==> src/rtl/wt_dcache_refill_pkg.sv <==
// wt_dcache_refill_pkg: dcache geometry, refill FSM states and latched refill request type
package wt_dcache_refill_pkg;
  localparam int unsigned NumBeats = 2;
  localparam int unsigned NumSets  = 256;
  localparam int unsigned SetAssoc = 8;
  localparam int unsigned TagW     = 44;
  localparam int unsigned IdxW     = $clog2(NumSets);
  localparam int unsigned CntW     = $clog2(NumBeats);
  localparam int unsigned OffW     = CntW + 3;
  typedef enum logic [1:0] {IDLE, FILL, WRITE, INV} refill_state_e;
  typedef struct packed {
    logic [TagW-1:0]     tag;
    logic [IdxW-1:0]     idx;
    logic [OffW-1:0]     off;
    logic [SetAssoc-1:0] way;
    logic                nc;
  } refill_req_t;
endpackage

==> src/rtl/wt_dcache_refill.sv <==
// wt_dcache_refill: beat collector and refill/invalidate sequencer for the dcache line-write port; DCACHE_REFILL_CRITICAL_FIRST_EN selects critical-word-first beat order
module wt_dcache_refill
  import wt_dcache_refill_pkg::*;
(
  input  logic                     clk_i,
  input  logic                     rst_i,
  input  logic                     req_vld_i,
  output logic                     req_gnt_o,
  input  logic [TagW-1:0]          req_tag_i,
  input  logic [IdxW-1:0]          req_idx_i,
  input  logic [OffW-1:0]          req_off_i,
  input  logic [SetAssoc-1:0]      req_way_oh_i,
  input  logic                     req_nc_i,
  input  logic                     beat_vld_i,
  output logic                     beat_rdy_o,
  input  logic [63:0]              beat_data_i,
  input  logic                     inv_vld_i,
  input  logic                     inv_all_i,
  input  logic [IdxW-1:0]          inv_idx_i,
  input  logic [SetAssoc-1:0]      inv_way_oh_i,
  output logic                     inv_ack_o,
  output logic                     wr_cl_vld_o,
  output logic                     wr_cl_nc_o,
  output logic [SetAssoc-1:0]      wr_cl_we_o,
  output logic [TagW-1:0]          wr_cl_tag_o,
  output logic [IdxW-1:0]          wr_cl_idx_o,
  output logic [OffW-1:0]          wr_cl_off_o,
  output logic [64*NumBeats-1:0]   wr_cl_data_o,
  output logic [8*NumBeats-1:0]    wr_cl_data_be_o,
  output logic [SetAssoc-1:0]      wr_vld_bits_o,
  output logic                     refill_done_o
);
`ifdef DCACHE_REFILL_CRITICAL_FIRST_EN
  localparam bit CritFirst = 1'b1;
`else
  localparam bit CritFirst = 1'b0;
`endif
  refill_state_e         state_q, state_d;
  refill_req_t           req_q, req_d;
  logic [CntW-1:0]       cnt_q, cnt_d, start_w;
  logic [IdxW-1:0]       sweep_q, sweep_d, inv_idx_q, inv_idx_d;
  logic [SetAssoc-1:0]   inv_way_q, inv_way_d;
  logic                  inv_all_q, inv_all_d;
  logic [64*NumBeats-1:0] line_q, line_d;
  logic                  last_beat, sweep_end, wr_line;
  // NC beats always land at the requested word, so they share the critical-first start slot
  assign start_w   = (CritFirst || req_q.nc) ? req_q.off[OffW-1:3] : '0;
  assign last_beat = req_q.nc || (cnt_q + CntW'(1)) == start_w;
  assign sweep_end = sweep_q == IdxW'(NumSets - 1);
  assign wr_line   = state_q == WRITE && !req_q.nc;
  assign req_gnt_o       = state_q == IDLE && !inv_vld_i && req_vld_i;
  assign beat_rdy_o      = state_q == FILL;
  assign wr_cl_vld_o     = state_q == WRITE || state_q == INV;
  assign refill_done_o   = state_q == WRITE;
  assign wr_cl_nc_o      = state_q == WRITE && req_q.nc;
  assign wr_cl_we_o      = wr_line ? req_q.way : (state_q == INV) ? (inv_all_q ? '1 : inv_way_q) : '0;
  assign wr_cl_tag_o     = req_q.tag;
  assign wr_cl_idx_o     = (state_q == INV) ? (inv_all_q ? sweep_q : inv_idx_q) : req_q.idx;
  assign wr_cl_off_o     = req_q.off;
  assign wr_cl_data_o    = line_q;
  assign wr_cl_data_be_o = wr_line ? '1 : '0;
  assign wr_vld_bits_o   = wr_line ? req_q.way : '0;
  assign inv_ack_o       = state_q == INV && (!inv_all_q || sweep_end);
  // next-state: invalidation wins in IDLE, beats fill the line, sweep walks all sets
  always_comb begin
    state_d   = state_q;
    req_d     = req_q;
    cnt_d     = cnt_q;
    sweep_d   = sweep_q;
    inv_all_d = inv_all_q;
    inv_idx_d = inv_idx_q;
    inv_way_d = inv_way_q;
    line_d    = line_q;
    unique case (state_q)
      IDLE: begin
        if (inv_vld_i) begin
          state_d   = INV;
          inv_all_d = inv_all_i;
          inv_idx_d = inv_idx_i;
          inv_way_d = inv_way_oh_i;
        end else if (req_vld_i) begin
          state_d = FILL;
          req_d   = '{tag: req_tag_i, idx: req_idx_i, off: req_off_i, way: req_way_oh_i, nc: req_nc_i};
          cnt_d   = (CritFirst || req_nc_i) ? req_off_i[OffW-1:3] : '0;
        end
      end
      FILL: begin
        if (beat_vld_i) begin
          line_d[{cnt_q, 6'b0} +: 64] = beat_data_i;
          cnt_d   = cnt_q + CntW'(1);
          state_d = last_beat ? WRITE : FILL;
        end
      end
      WRITE: state_d = IDLE;
      INV: begin
        sweep_d = inv_all_q ? sweep_q + IdxW'(1) : sweep_q;
        state_d = (inv_all_q && !sweep_end) ? INV : IDLE;
      end
      default: state_d = IDLE;
    endcase
  end
  // state registers; reset drops any partially assembled line
  always_ff @(posedge clk_i) begin
    if (rst_i) begin
      state_q   <= IDLE;
      req_q     <= '0;
      cnt_q     <= '0;
      sweep_q   <= '0;
      inv_all_q <= 1'b0;
      inv_idx_q <= '0;
      inv_way_q <= '0;
      line_q    <= '0;
    end else begin
      state_q   <= state_d;
      req_q     <= req_d;
      cnt_q     <= cnt_d;
      sweep_q   <= sweep_d;
      inv_all_q <= inv_all_d;
      inv_idx_q <= inv_idx_d;
      inv_way_q <= inv_way_d;
      line_q    <= line_d;
    end
  end
endmodule
==> config.mk <==
export PLATFORM = sky130hd
export DESIGN_NAME = wt_dcache_refill
export DESIGN_NICKNAME = d
export VERILOG_FILES = /design/src/rtl/wt_dcache_refill_pkg.sv /design/src/rtl/wt_dcache_refill.sv
export SDC_FILE = /design/constraint.sdc
export NUM_CORES = 1
export LEC_CHECK = 0
export CAP_MARGIN = 20
export CELL_PAD_IN_SITES_DETAIL_PLACEMENT = 0
export CELL_PAD_IN_SITES_GLOBAL_PLACEMENT = 1
export CORE_MARGIN = 5
export CORE_UTILIZATION = 27
export CTS_CLUSTER_DIAMETER = 150
export DETAILED_ROUTE_END_ITERATION = 8
export HOLD_SLACK_MARGIN = 0.06
export PLACE_DENSITY = 0.81
export REMOVE_ABC_BUFFERS = 1
export SETUP_SLACK_MARGIN = 0.1
export SYNTH_ARGS = -nofsm -noshare
export SYNTH_HDL_FRONTEND = slang
export SYNTH_SLANG_ARGS = --single-unit
==> constraint.sdc <==
create_clock -name clk_i -period 2.8 [get_ports clk_i]
set_input_delay 0.84 -clock clk_i [delete_from_list [all_inputs] [get_ports clk_i]]
set_output_delay 0.84 -clock clk_i [all_outputs]
set_load 0.005 [all_outputs]
==> results.md <==
* Worst setup path category: flip-flop to output port
* Synth Instances at about 1.1k
* Crit path buffers/inverters at 4
* Sequential-to-total area share from yosys stat at 0.510
* Peak Freq at between 300 and 400 MHz
* Final standard cell count with taps included and fillers excluded at between 1.5k and 2k
* End of the critical path: req_gnt_o
* Vias in the first global route at between 7k and 8k
* Total die area at around 0.036 mm^2
* Via Count at about 8.2k
* Ports placed on the boundary at around 370
* Number of clock buffers inserted by TritonCTS at 27
* Layout area overhead at 54.8%
* Power density normalized to cell area at ~600 mW/mm^2
* Fraction of power consumed by sequential logic at 0.414
* Number of diodes added for antenna fixing at 0
* Cell chain of the critical path: buf_4, buf_4, or4b_4, inv_4, buf_6
* Global placement routability congestion at around 0.77
* Critical path endpoint category: output port
* WL per Instance at roughly 17 um
* Initial core utilization at 0.274
* Multi-input gate area in the final layout at roughly 0.0035 mm^2
* Proportion of register bits with asynchronous set or reset after synthesis at 0
* Rows at 65
* Clock tree from TritonCTS: built
* Launch point of the worst path: state_q[1]$_SDFFE_PP0P_
* Placed Cells at ~1.8k
* Root Driver: sky130_fd_sc_hd__clkbuf_16
* Clock latency on the worst-skew pair at about 0.53 ns
* Switching pwr at 1.99 mW
* Internal power at 6.13 mW
* Register area at roughly 0.0044 mm^2
* Worst Tran Pin Value at roughly 0.78 ns
* Final total power at a little over 8 mW
* Die Span Y at approximately 190 um
* Static power due to leakage at between 4 and 5 nW
* Number of distinct library cells after synthesis at 42
* Number of inserted filler cells in the final layout at between 3k and 4k
* Number of DRC markers in iteration 0 at around 400
* Class of the tightest hold or removal check: flip-flop to flip-flop
* Net switching fraction of the power at 0.245
* Reg2Reg Capture Point: wr_cl_tag_o[41]$_SDFFE_PP0P_
* Period utilization at 0.961
* Most frequently used flop master after synthesis: sky130_fd_sc_hd__dfxtp_1
* Initial antenna violation count at 0
* Number of nets in the finished design at about 1.6k
* Kind of launch point of the worst setup path: flip-flop
* Core utilization of the finished layout at 0.425
* Max-cap violations at 0
* Width of the die at about 190 um
* Tot GR Track Use at 0.161
* Netlist area before placement at slightly below 0.009 mm^2
* Global-route wire length before repair at roughly 47 mm
* Yosys warning total at 0
* Buffers on Ports at roughly 370
* Number of antenna-violating nets in the routed design at 0
* Final-layout setup total negative slack at 0 ns
* Number of stages on the worst setup path at 5
* Gate family responsible for the most delay along the worst path: simple AND/OR/NAND/NOR gates
* Remaining routing DRC violations at 0
* Core Footprint at 0.0316 mm^2
* Number of synthesized register bits at around 220
* Register clock-pin slew on the reported worst setup and hold paths at 0.06 ns
* Run status: finished clean
* Via density at 4.50
* Worst-case clock buffer depth at 3
* Setup skew after layout at between 0.01 and 0.015 ns
* Number of iterations in the first detailed-routing pass at 5
* Most frequent cell on the critical path: sky130_fd_sc_hd__buf_4
* Arrival time worst endpoint at 1.85 ns
* Headroom to the max-slew limit at 0.480
* Gate power share at 0.146
* Depth of the most critical reg-to-reg path at 7
* Slowest cell on crit path: sky130_fd_sc_hd__or4b_4
* Number of synthesized flops with an enable pin at 0
* Hold Fails Final Rpt at 0
* Source of the worst hold timing path: req_q[8]$_SDFFE_PP0P_
* Data required time of the critical path at just under 2 ns
* Maximum number of pins on one net before global-route repair at 67
* Final critical path time including I/O delays and setup at 2.69 ns
* Sinks on Clock Net at 221
* Reg-to-Reg Start: state_q[1]$_SDFFE_PP0P_
* VDD IR-drop max at 332 uV
* Share of layout cells above drive strength 1 at 0.107
* Detailed Place HPWL at around 21 mm
* Portion of total power attributed to the clock network at 0.440
* Minimum setup slack among reg-to-reg paths at approximately 0.56 ns
* Finish-stage setup viols at 0
* Largest stage delay on the critical path at about 0.54 ns
* Final global-route overflow total at 0
* Number of levels in the clock H-tree at 1
* Wire length after detailed routing at about 30 mm
* Max Slew Vio Count at 0
* RSZ-0062 raised after global routing: true
* Average cell area after synthesis at approximately 8 um^2
* Worst Path Max Fanout at 3
-- power groups by stage --
stage	clock network, mW	registers (mW)	logic (mW)
6_report	3.57	3.37	1.19
5_1_grt	3.84	3.39	1.29
4_1_cts	3.71	3.37	1.21
3_5_place_dp	0	3.44	1.15
3_3_place_gp	0	3.43	1.15
2_1_floorplan	0	3.45	0.337
-- cell type report --
class                           instances  share of cell area
Timing Repair Buffer                  412               0.304
Clock buffer                           39              0.0581
Multi-Input combinational cell        738               0.259
Clock inverter                         11              0.0104
Sequential cell                       221               0.330
Inverter                                4             0.00130
Tap cell                              402              0.0374
-- cell usage in the layout, fill, tap and decap left out, drive strengths merged, types with 2 or more instances in the layout --
| cell | count |
|---|---|
| and2 | 9 |
| a21oi | 215 |
| or4 | 4 |
| mux2i | 9 |
| clkbuf | 45 |
| dlygate4sd2 | 20 |
| nor2 | 15 |
| dlymetal6s2s | 2 |
| inv | 5 |
| o21ai | 10 |
| nand4 | 2 |
| clkdlybuf4s50 | 325 |
| nor3b | 3 |
| nand2 | 433 |
| xor2 | 2 |
| clkinv | 6 |
| buf | 58 |
| dfxtp | 221 |
| o21bai | 9 |
| bufinv | 3 |
| o31ai | 5 |
| nand3 | 4 |
-- cell usage after synthesis (2+ instances only) --
cell | number | area share
sky130_fd_sc_hd__mux2i_1 | 9 | 0.010
sky130_fd_sc_hd__a21oi_2 | 10 | 0.010
sky130_fd_sc_hd__nor2_1 | 15 | 0.0065
sky130_fd_sc_hd__a21oi_1 | 205 | 0.12
sky130_fd_sc_hd__buf_4 | 64 | 0.055
sky130_fd_sc_hd__nor3b_1 | 2 | 0.0017
sky130_fd_sc_hd__and2_1 | 9 | 0.0065
sky130_fd_sc_hd__o31ai_1 | 5 | 0.0043
sky130_fd_sc_hd__buf_6 | 5 | 0.0065
sky130_fd_sc_hd__xor2_1 | 2 | 0.0020
sky130_fd_sc_hd__buf_1 | 4 | 0.0017
sky130_fd_sc_hd__o21bai_1 | 9 | 0.0078
sky130_fd_sc_hd__dfxtp_1 | 221 | 0.51
sky130_fd_sc_hd__nand2_1 | 423 | 0.18
sky130_fd_sc_hd__buf_2 | 31 | 0.018
sky130_fd_sc_hd__nand4_1 | 2 | 0.0014
sky130_fd_sc_hd__nand2_2 | 10 | 0.0072
sky130_fd_sc_hd__inv_1 | 3 | 0.0013
sky130_fd_sc_hd__o21ai_0 | 10 | 0.0058
sky130_fd_sc_hd__or4_1 | 4 | 0.0035
sky130_fd_sc_hd__clkbuf_1 | 39 | 0.017
sky130_fd_sc_hd__nand3_1 | 4 | 0.0023
-- how the worst min path moves through the flow --
stage,slack (ns),endpoint,depth (start not counted)
after global routing,0.47,wr_cl_data_o[13]$_SDFFE_PP0P_,2
after detailed placement,0.44,req_q[4]$_SDFFE_PP0P_,2
after global placement,0.44,req_q[4]$_SDFFE_PP0P_,2
after floorplan,0.43,req_q[1]$_SDFFE_PP0P_,2
final,0.45,req_q[8]$_SDFFE_PP0P_,2
after CTS,0.45,req_q[4]$_SDFFE_PP0P_,2
-- metrics by stage --
step / setup slack, ns / hold WS, ns / area [um^2]
global placement: -0.548 / 0.437 / 12400
global route: 0.0442 / 0.466 / 13400
floorplan: -2.90 / 0.426 / 7830
finish: 0.110 / 0.449 / 13400
CTS: -0.0743 / 0.450 / 13500
detailed placement: -0.542 / 0.442 / 12400
-- sequential cells by signal, summed over array words and instances (netlist names) --
| register | count |
|---|---|
| wr_cl_data_o | 128 |
| wr_cl_tag_o | 44 |
| req_q | 17 |
| inv_idx_q | 8 |
| inv_way_q | 8 |
| sweep_q | 8 |
| wr_cl_off_o | 4 |
| state_q | 2 |
| cnt_q | 1 |
| inv_all_q | 1 |
-- layer usage --
| layer | global-route usage | vias to the layer above | part of all wire |
|---|---|---|---|
| met2 | 0.274 | 228 | 0.48 |
| met3 | 0.0400 | 57 | 0.066 |
| met1 | 0.200 | 3814 | 0.42 |
| met5 | 0 | - | 0 |
| li1 | - | 4118 | - |
| met4 | 0.0534 | 0 | 0.033 |
-- worst reg2reg max path, delay by kind of cell, from the launching register on --
| family | cells | cell delay [ns] |
|---|---|---|
| and+or+nand+nor | 2 | 0.71 |
| DFF | 1 | 0.33 |
| buffers and inverters | 4 | 0.96 |
| AOI/OAI and AO/OA | 1 | 0.16 |
-- what timing repair did --
item,in CTS,in global routing
hold buffers,0,0
setup endpoints to repair,45,12
endpoints found under the hold margin,0,0
cloned,2,0
resized for setup,134,18
buffers inserted,10,4
pin swaps,4,2
-- cell families after synthesis --
group / count (synthesis) / share of synthesized area
AOI/OAI and AO/OA: 246 / 0.153
xor gates and xnor gates: 2 / 0.00202
and+or+nand+nor: 480 / 0.223
DFF: 221 / 0.510
adders and majority gates: 1 / 0.00144
buffers and inverters: 147 / 0.100
muxes: 9 / 0.0104
Power figures use the tool's default switching activity.
